$ cat config.mk
export PLATFORM = sky130hd
export DESIGN_NAME = index_lookup_arbiter
export DESIGN_NICKNAME = d
export VERILOG_FILES = /design/src/rtl/index_lookup_pkg.sv /design/src/rtl/index_lookup_rr2.sv /design/src/rtl/index_lookup_arbiter.sv
export SDC_FILE = /design/constraint.sdc
export NUM_CORES = 1
export LEC_CHECK = 0
export CELL_PAD_IN_SITES_DETAIL_PLACEMENT = 1
export CELL_PAD_IN_SITES_GLOBAL_PLACEMENT = 1
export CORE_ASPECT_RATIO = 1.4
export CORE_MARGIN = 5
export CORE_UTILIZATION = 36
export DETAILED_ROUTE_END_ITERATION = 7
export GPL_TIMING_DRIVEN = 0
export PLACE_DENSITY_LB_ADDON = 0.3
export SYNTH_ARGS = -nofsm -noshare
export SYNTH_HDL_FRONTEND = slang
export SYNTH_HIERARCHICAL = 1
export SYNTH_SLANG_ARGS = --single-unit
$ cat constraint.sdc
create_clock -name clk -period 2.9 [get_ports clk]
set_clock_uncertainty 0.05 [all_clocks]
set_input_delay 0.87 -clock clk [delete_from_list [all_inputs] [get_ports clk]]
set_output_delay 0.87 -clock clk [all_outputs]
set_load 0.03 [all_outputs]
$ cat src/rtl/index_lookup_pkg.sv
// -----------------------------------------------------------------------------
// index_lookup_pkg
//
// Shared constants and types for the index-to-DDR-address lookup arbiter.
//   IDX_W        width of the ROM address (lookup index)
//   ADDR_W       width of the ROM data (DDR row/word address)
//   LIMIT_INDEX  first index whose table entry is the saturation value
//   SAT_ADDR     the saturation value stored for out-of-range indices
//   tag_t        in-flight lookup tag carried alongside the ROM latency
// -----------------------------------------------------------------------------
package index_lookup_pkg;

    localparam int IDX_W       = 10;
    localparam int ADDR_W      = 12;
    localparam int LIMIT_INDEX = 680;

    localparam logic [ADDR_W-1:0] SAT_ADDR = 12'hFF0;

    // Requester identifiers used in the tag.
    localparam logic PORT_GBE = 1'b0;
    localparam logic PORT_LCD = 1'b1;

    typedef struct packed {
        logic valid;
        logic port;
        logic oor;
    } tag_t;

    localparam tag_t TAG_IDLE = '{valid: 1'b0, port: PORT_GBE, oor: 1'b0};

endpackage : index_lookup_pkg

$ cat src/rtl/index_lookup_rr2.sv
// -----------------------------------------------------------------------------
// index_lookup_rr2
//
// Two-way round-robin arbiter. When both requesters are active, the port that
// was not granted most recently wins. The last-grant pointer resets to port 1
// so that port 0 wins the first tie.
//
// Ports:
//   clk      in   system clock
//   reset_n  in   asynchronous active-low reset
//   req      in   [1:0] request vector (bit n = port n)
//   accept   in   the current grant is being taken this cycle
//   grant    out  [1:0] one-hot grant (zero when no request)
// -----------------------------------------------------------------------------
module index_lookup_rr2
    import index_lookup_pkg::*;
(
    input  logic       clk,
    input  logic       reset_n,
    input  logic [1:0] req,
    input  logic       accept,
    output logic [1:0] grant
);

    logic last_grant_q;
    logic last_grant_d;

    always_comb begin
        grant = 2'b00;
        unique case (req)
            2'b01:   grant = 2'b01;
            2'b10:   grant = 2'b10;
            2'b11:   grant = (last_grant_q == PORT_LCD) ? 2'b01 : 2'b10;
            default: grant = 2'b00;
        endcase
    end

    // The pointer only moves on a real handshake; a grant offered while
    // arbitration is blocked (clear, reset release) does not count.
    always_comb begin
        last_grant_d = last_grant_q;
        if (accept) begin
            last_grant_d = grant[1];
        end
    end

    always_ff @(posedge clk or negedge reset_n) begin
        if (!reset_n) begin
            last_grant_q <= PORT_LCD;
        end else begin
            last_grant_q <= last_grant_d;
        end
    end

endmodule : index_lookup_rr2

$ cat src/rtl/index_lookup_arbiter.sv
// -----------------------------------------------------------------------------
// index_lookup_arbiter
//
// Shares the single-port index-to-DDR-address pROM between the GbE write path
// (port 0) and the LCD read path (port 1). One lookup is accepted per cycle
// under round-robin priority; its tag follows the ROM through a two-stage
// pipeline so the result is returned to the originating port, 3 cycles after
// the handshake, together with an out-of-range flag.
//
// Ports:
//   clk, reset_n               clock, asynchronous active-low reset
//   clear                      synchronous flush of in-flight lookups
//   pN_req_valid/ready/index   request handshake for port N
//   pN_resp_valid/addr/oor     one-cycle result strobe, held address, range flag
//   rom_ad, rom_ce, rom_oce    pROM address / clock enable / output enable
//   rom_reset                  pROM synchronous reset (active high)
//   rom_dout                   pROM read data
// -----------------------------------------------------------------------------
module index_lookup_arbiter
    import index_lookup_pkg::*;
#(
    parameter int IDX_W       = index_lookup_pkg::IDX_W,
    parameter int ADDR_W      = index_lookup_pkg::ADDR_W,
    parameter int LIMIT_INDEX = index_lookup_pkg::LIMIT_INDEX
) (
    input  logic              clk,
    input  logic              reset_n,
    input  logic              clear,

    input  logic              p0_req_valid,
    output logic              p0_req_ready,
    input  logic [IDX_W-1:0]  p0_req_index,
    output logic              p0_resp_valid,
    output logic [ADDR_W-1:0] p0_resp_addr,
    output logic              p0_resp_oor,

    input  logic              p1_req_valid,
    output logic              p1_req_ready,
    input  logic [IDX_W-1:0]  p1_req_index,
    output logic              p1_resp_valid,
    output logic [ADDR_W-1:0] p1_resp_addr,
    output logic              p1_resp_oor,

    output logic [IDX_W-1:0]  rom_ad,
    output logic              rom_ce,
    output logic              rom_oce,
    output logic              rom_reset,
    input  logic [ADDR_W-1:0] rom_dout
);

    localparam logic [31:0] LIMIT_U = 32'(LIMIT_INDEX);

    // ROM reset is held for one extra cycle after reset_n rises so the pROM
    // sees a clean synchronous release; no lookups are taken in that cycle.
    logic rst_hold_q;
    logic rst_hold_d;

    logic              rom_ce_q;
    logic              rom_ce_d;
    logic [IDX_W-1:0]  rom_ad_q;
    logic [IDX_W-1:0]  rom_ad_d;

    // tag1 lines up with rom_ce/rom_ad, tag2 lines up with rom_dout.
    tag_t tag1_q;
    tag_t tag1_d;
    tag_t tag2_q;
    tag_t tag2_d;

    logic              p0_resp_valid_q;
    logic              p0_resp_valid_d;
    logic [ADDR_W-1:0] p0_resp_addr_q;
    logic [ADDR_W-1:0] p0_resp_addr_d;
    logic              p0_resp_oor_q;
    logic              p0_resp_oor_d;

    logic              p1_resp_valid_q;
    logic              p1_resp_valid_d;
    logic [ADDR_W-1:0] p1_resp_addr_q;
    logic [ADDR_W-1:0] p1_resp_addr_d;
    logic              p1_resp_oor_q;
    logic              p1_resp_oor_d;

    logic [1:0]        req;
    logic [1:0]        grant;
    logic              arb_en;
    logic              accept;
    logic [IDX_W-1:0]  sel_index;
    logic              sel_oor;
    logic              resp_fire;

    // -------------------------------------------------------------------------
    // Arbitration
    // -------------------------------------------------------------------------
    assign req    = {p1_req_valid, p0_req_valid};
    assign arb_en = !clear && !rst_hold_q;
    assign accept = arb_en && (req != 2'b00);

    index_lookup_rr2 u_rr2 (
        .clk     (clk),
        .reset_n (reset_n),
        .req     (req),
        .accept  (accept),
        .grant   (grant)
    );

    assign p0_req_ready = arb_en && grant[0];
    assign p1_req_ready = arb_en && grant[1];

    assign sel_index = grant[1] ? p1_req_index : p0_req_index;
    assign sel_oor   = ({{(32-IDX_W){1'b0}}, sel_index} >= LIMIT_U);

    // -------------------------------------------------------------------------
    // ROM drive and tag pipeline
    // -------------------------------------------------------------------------
    always_comb begin
        rst_hold_d = 1'b0;

        rom_ce_d = accept;
        rom_ad_d = rom_ad_q;
        if (accept) begin
            rom_ad_d = sel_index;
        end

        tag1_d       = TAG_IDLE;
        tag1_d.valid = accept;
        tag1_d.port  = grant[1];
        tag1_d.oor   = sel_oor;

        tag2_d = tag1_q;
        if (clear) begin
            tag2_d.valid = 1'b0;
        end
    end

    // -------------------------------------------------------------------------
    // Response capture
    // -------------------------------------------------------------------------
    // A tag already sitting at the ROM output is dropped too when clear is
    // high, so every lookup accepted before the flush is silent.
    assign resp_fire = tag2_q.valid && !clear;

    always_comb begin
        p0_resp_valid_d = resp_fire && (tag2_q.port == PORT_GBE);
        p1_resp_valid_d = resp_fire && (tag2_q.port == PORT_LCD);

        p0_resp_addr_d = p0_resp_addr_q;
        p0_resp_oor_d  = p0_resp_oor_q;
        if (p0_resp_valid_d) begin
            p0_resp_addr_d = rom_dout;
            p0_resp_oor_d  = tag2_q.oor;
        end

        p1_resp_addr_d = p1_resp_addr_q;
        p1_resp_oor_d  = p1_resp_oor_q;
        if (p1_resp_valid_d) begin
            p1_resp_addr_d = rom_dout;
            p1_resp_oor_d  = tag2_q.oor;
        end
    end

    always_ff @(posedge clk or negedge reset_n) begin
        if (!reset_n) begin
            rst_hold_q      <= 1'b1;
            rom_ce_q        <= 1'b0;
            rom_ad_q        <= '0;
            tag1_q          <= TAG_IDLE;
            tag2_q          <= TAG_IDLE;
            p0_resp_valid_q <= 1'b0;
            p0_resp_addr_q  <= '0;
            p0_resp_oor_q   <= 1'b0;
            p1_resp_valid_q <= 1'b0;
            p1_resp_addr_q  <= '0;
            p1_resp_oor_q   <= 1'b0;
        end else begin
            rst_hold_q      <= rst_hold_d;
            rom_ce_q        <= rom_ce_d;
            rom_ad_q        <= rom_ad_d;
            tag1_q          <= tag1_d;
            tag2_q          <= tag2_d;
            p0_resp_valid_q <= p0_resp_valid_d;
            p0_resp_addr_q  <= p0_resp_addr_d;
            p0_resp_oor_q   <= p0_resp_oor_d;
            p1_resp_valid_q <= p1_resp_valid_d;
            p1_resp_addr_q  <= p1_resp_addr_d;
            p1_resp_oor_q   <= p1_resp_oor_d;
        end
    end

    assign rom_ce    = rom_ce_q;
    assign rom_ad    = rom_ad_q;
    assign rom_oce   = 1'b1;
    assign rom_reset = rst_hold_q;

    assign p0_resp_valid = p0_resp_valid_q;
    assign p0_resp_addr  = p0_resp_addr_q;
    assign p0_resp_oor   = p0_resp_oor_q;
    assign p1_resp_valid = p1_resp_valid_q;
    assign p1_resp_addr  = p1_resp_addr_q;
    assign p1_resp_oor   = p1_resp_oor_q;

endmodule : index_lookup_arbiter

; ---- After elaboration in Yosys (flattened, before gate mapping)
; Index checks and enable logic that the tools add are counted.
; Widths: inputs -> output; s select.
[op_classes]
order_cmp = 1
n_eq_ne = 3
mux = 4
n_bitwise = 1
reduce_logical = 10
[ops]
columns = operator, n
row1 = $ge 10x10->1 const B, 1
row2 = $mux 10, 1
row3 = $logic_and 1x1->1, 7
row4 = $pmux 2 s3, 1
row5 = $eq 2x2->1 const B, 2
row6 = $eq 2x1->1 const B, 1
row7 = $logic_not 1->1, 2
row8 = $mux 2, 1
row9 = $reduce_bool 2->1, 1
row10 = $mux 1, 1
row11 = $not 1->1, 1
[word_totals]
reg_bits = 46
out_inout_bits = 43
wordCells = 34

; ---- Logic depth before layout (Yosys ltp)
[depth]
depth_word = 4
ltp_mapped = 6
mapped_depth_nobuf = 4

; ---- Hierarchy
; The synthesis kept the hierarchy.
[modules_own_cells]
columns = module, instances, cells_per_inst, area_each_um2, seq_area_each_um2
row1 = index_lookup_arbiter, 1, 121, 1909.3, 1127.3
row2 = index_lookup_rr2, 1, 5, 63.8, 26.3

; ---- Worst setup path after synthesis
; OpenSTA, ideal clock, no wires.
[synth_path]
path_type = input -> output
from = input p1_req_valid
to = output p1_req_ready
arrival_ns = 2.072
required_time_ns = 1.980
setup_slack_ns = -0.092
cell_stages = 4
cell_sequence = a21boi_2 buf_6 buf_6 nor3b_1
[synth_between]
elab_chain_len = 3
[synth_rtl]
columns = item, line_no
row1 = start: declaration, index_lookup_arbiter.sv:37  ; input logic p1_req_valid,
row2 = $eq 2x2->1 / $eq 2x1->1 (equally long branches), index_lookup_rr2.sv:30  ; unique case (req)
row3 = $pmux 2 s3 (*), index_lookup_rr2.sv:30
row4 = $logic_and 1x1->1 (*), index_lookup_arbiter.sv:107  ; assign p1_req_ready = arb_en && grant[1];
row5 = end: declaration, index_lookup_arbiter.sv:38  ; output logic p1_req_ready,
; Every way passes the cells marked *; elsewhere a longest branch is shown, timed or not.

; ---- Final worst setup path
[layout_path]
from = input p0_req_valid
to = output p1_req_ready
[layout_between]
elab_chain_len = 3
[layout_rtl]
columns = item, line_no
row1 = start: declaration, index_lookup_arbiter.sv:30  ; input logic p0_req_valid,
row2 = $eq 2x2->1 / $eq 2x1->1 (equally long branches), index_lookup_rr2.sv:30
row3 = $pmux 2 s3 (*), index_lookup_rr2.sv:30
row4 = via grant[1], index_lookup_arbiter.sv:84  ; logic [1:0] grant;
row5 = $logic_and 1x1->1 (*), index_lookup_arbiter.sv:107
; The timed path passes the listed nets; every way through them passes the cells marked *.

==> flow_summary_export.csv <==
group,metric,value,unit
placed_design,gpl.final_weighted_congestion,0.8359,
synthesis,postSynthNetCount,163,
power_and_ir_drop,power.share.combinational,38.1,%
cts,clk_pin_slew_worst_paths,0.08,ns
placed_design,dp_cells,273,
synthesis,ys_seq_elements,46,
die,die_h,97.60,um
synthesis,synth.area.top_cells,"dfrtp_1 (56%), mux2_2 (20%), mux2_4 (8.4%), dfstp_2 (2.7%), buf_6 (1.7%)",
power_and_ir_drop,switching_share,31.95,%
sta,maxClockFrequency,0.3685,GHz
route,drc_errors,0,
critical_path,cp-end-kind,"output port",
critical_path,timing.critical_path.slowest_cell_delay,0.22,ns
grt,grt_first_pass_wirelength,7803,um
synthesis,yosys_top_cell_by_area,"dfrtp_1",
route,drt_pre_antenna_iters,3,
power_and_ir_drop,power.share.sequential,39.9,%
synthesis,postSynthCellCount,126,
critical_path,crit_path_max_fanout,10,
critical_path,crit_path_frequent_cell,"buf_6",
finish,final_net_count,251,
power_and_ir_drop,power.share.clock,22.0,%
min_path,hold_path_class,"reg2reg",
grt,antenna_found_initial,0,
critical_path,arrival,1.79,ns
route,drtIter0Drc,21,
run_status,run_status,"finished, final reports clean",
placed_design,hpwl,3824,um
synthesis,sequential_share_of_the_synthesized_area,58.47,%
die,die_width,72.57,um
power_and_ir_drop,vdd_ir_drop_max,0.3000,mV
critical_path,cp.buffers_inverters,4,
critical_path,cp-start-kind,"input port",
synthesis,synth_top_area_share,55.80,%
cts,cts_hold_repair.buffers,0,
finish,syn2layout_area_growth,51.30,%
cts,clock_tree.htree_level_count,2,
sta,time_the_worst_path_needs_with_i_o_delays_and_setup,2.714,ns
route,wl_per_cell,16.92,um
sta,setup-violations-final,0,
route,routed-via-count,1349,
placed_design,port-buffer-count,78,
finish,drive_gt1_share,35.05,%
power_and_ir_drop,cellInternalPower,1.462,mW
grt,global_route.overflow_total,0,
synthesis,netlist_area,0.001973,mm2
finish,final_design_area_no_fill,0.002985,mm2
critical_path,critical_path.cell_chain,"clkbuf_2, a21boi_4, buf_6, buf_6, nor3b_4, buf_6",
cts,cts.sink_count,46,
die,io_pins,80,
critical_path,timing_worst_setup_path_type,"in2out",
grt,groute.usage.overall,14.10,%
die,rows,32,
synthesis,synth_area_per_cell,15.66,um2
finish,n_antenna_cell,0,
power_and_ir_drop,finalPower,2.149,mW
sta,final_min_period_over_clock_period,93.59,%
power_and_ir_drop,power.density,719.8,mW/mm2
die,start_util,36.50,%
sta,unrepaired_setup_endpoints_after_global_routing,"false",
critical_path,timing.critical_path.required,1.98,ns
cts,clock_tree_from_tritoncts,"built",
die,coreArea,0.005405,mm2
die,dieArea,0.007082,mm2
synthesis,count_of_synthesis_stage_warnings_from_yosys,6,
job,max_cap_violations,0,
cts,clk_latency,0.28,ns
cts,cts-root-buf,"clkbuf_8",
route,final_antenna_violating_net_count,0,
sta,slew_limit_fails,0,
critical_path,worst_path_max_delay_cell,"nor3b_4",
grt,first_global_vias,1579,
cts,tritoncts.num_buffers,5,
finish,final_standard_cell_count_with_taps_included_and_fillers_excluded,282,
synthesis,synth_cell_types,25,
route,routed_via_density,4.784,
power_and_ir_drop,power.net_switching,686.5,uW
route,wl,4771,um
critical_path,cpLargestDelayFamily,"buffers and inverters",
cts,max-clock-path-buffers,2,
power_and_ir_drop,p_leak,1.316,nW
grt,grt_start_max_net_pins,27,
sta,final_count_of_hold_timing_violations,0,
placed_design,dpl_cell_area,0.002859,mm2
finish,fill_cells,555,
final timing paths:
path                                                 from  slack (ns)  depth (start not counted)                              to
hold reg to reg                       tag1_q[0]$_DFF_PN0_        0.31                          0             tag2_q[0]$_DFF_PN0_
min in group asynchronous                         reset_n        0.48                          1     p0_resp_addr[9]$_DFFE_PN0P_
hold / removal                        tag1_q[0]$_DFF_PN0_        0.31                          0             tag2_q[0]$_DFF_PN0_
max in group asynchronous                         reset_n        1.74                          2  u_rr2/last_grant_q$_DFFE_PN1P_
setup / recovery                             p0_req_valid        0.19                          6                    p1_req_ready
setup reg to reg           u_rr2/last_grant_q$_DFFE_PN1P_        1.26                          5           rom_ad[2]$_DFFE_PN0P_
power groups by stage:
stage	Sequential, mW	Clock (mW)	Combinational (mW)
floorplan	1.12	0	0.190
global placement	0.858	0	0.808
detailed placement	0.872	0	0.823
CTS	0.861	0.491	0.833
global route	0.875	0.516	0.860
finish	0.857	0.473	0.819
per-layer routing:
metal	routed length, um	vias up	global-route usage [%]
li1	-	616	-
met3	401	6	4.865
met5	0	-	0
met4	80	0	4.403
met2	2653	61	26.22
met1	1635	666	14.15
metrics by stage:
step                      utilization, %  worst slack, ns  TNS (ns)  hold slack [ns]
final                              55.23           0.1860         0           0.3114
after detailed placement           52.89          -0.8674    -1.424           0.2952
after floorplan                        -           0.2108         0           0.2812
after global routing               55.23           0.1275         0           0.3199
after CTS                          55.37          0.03734         0           0.3148
after global placement             52.62          -0.7720    -12.83           0.2833
kinds of logic after synthesis:
logic type	count (synthesis)	synth area share [%]
AOI/OAI and AO/OA	7	2.664
buffers and inverters	8	3.868
DFF	46	58.47
muxes	46	28.35
other	2	0.3806
and+or+nand+nor	17	6.278
timing repair:
item | in CTS | in global routing
gates resized for setup | 18 | 4
buffers inserted | 2 | 0
pin swaps | 0 | 1
setup endpoints to repair | 2 | 1
layout make-up:
cell class | count | area, um2 | area share [%]
inverter | 2 | 7.507 | 0.2515
timing repair buffer | 81 | 795.8 | 26.66
clock buffer | 6 | 82.58 | 2.766
multi-input combinational | 72 | 762.0 | 25.52
clock inverter | 1 | 30.03 | 1.006
sequential | 46 | 1154 | 38.64
tap | 68 | 85.08 | 2.850
buffer | 6 | 68.82 | 2.305
synth_stat cells:
| cell | instances |
|---|---|
| and2b_2 | 1 |
| nand2_1 | 4 |
| o21ai_0 | 2 |
| nor2_1 | 2 |
| buf_12 | 1 |
| conb_1 | 2 |
| a21boi_2 | 1 |
| inv_1 | 2 |
| nor3_2 | 1 |
| nand3_1 | 2 |
| o221ai_1 | 1 |
| buf_4 | 2 |
| buf_6 | 3 |
| mux2_4 | 11 |
| nor3_1 | 1 |
| a21boi_0 | 1 |
| mux2_2 | 35 |
| dfstp_2 | 2 |
| nor3b_4 | 1 |
| o211ai_1 | 1 |
| a21o_1 | 1 |
| nand2b_1 | 1 |
| nor3b_1 | 3 |
| nand3b_4 | 1 |
| dfrtp_1 | 44 |
cell usage in the layout, fill, tap and decap left out, drive strengths merged, types with 2 or more instances in the layout:
master,instances
a21boi,2
buf,12
clkbuf,8
clkdlybuf4s50,72
conb,2
dfrtp,44
dfstp,2
inv,2
mux2,46
nand2,4
nand3,2
nor2,2
nor3,2
nor3b,4
o21ai,2
sequential cells by signal, indices dropped and copies added, names as in the netlist:
name / cells
p0_resp_oor: 1
p0_resp_valid: 1
p1_resp_oor: 1
tag1_q: 3
u_rr2/last_grant_q: 1
rom_ad: 10
p0_resp_addr: 12
tag2_q: 3
p1_resp_valid: 1
rom_reset: 1
p1_resp_addr: 12
No activity file was read; power rests on OpenSTA's default activity.
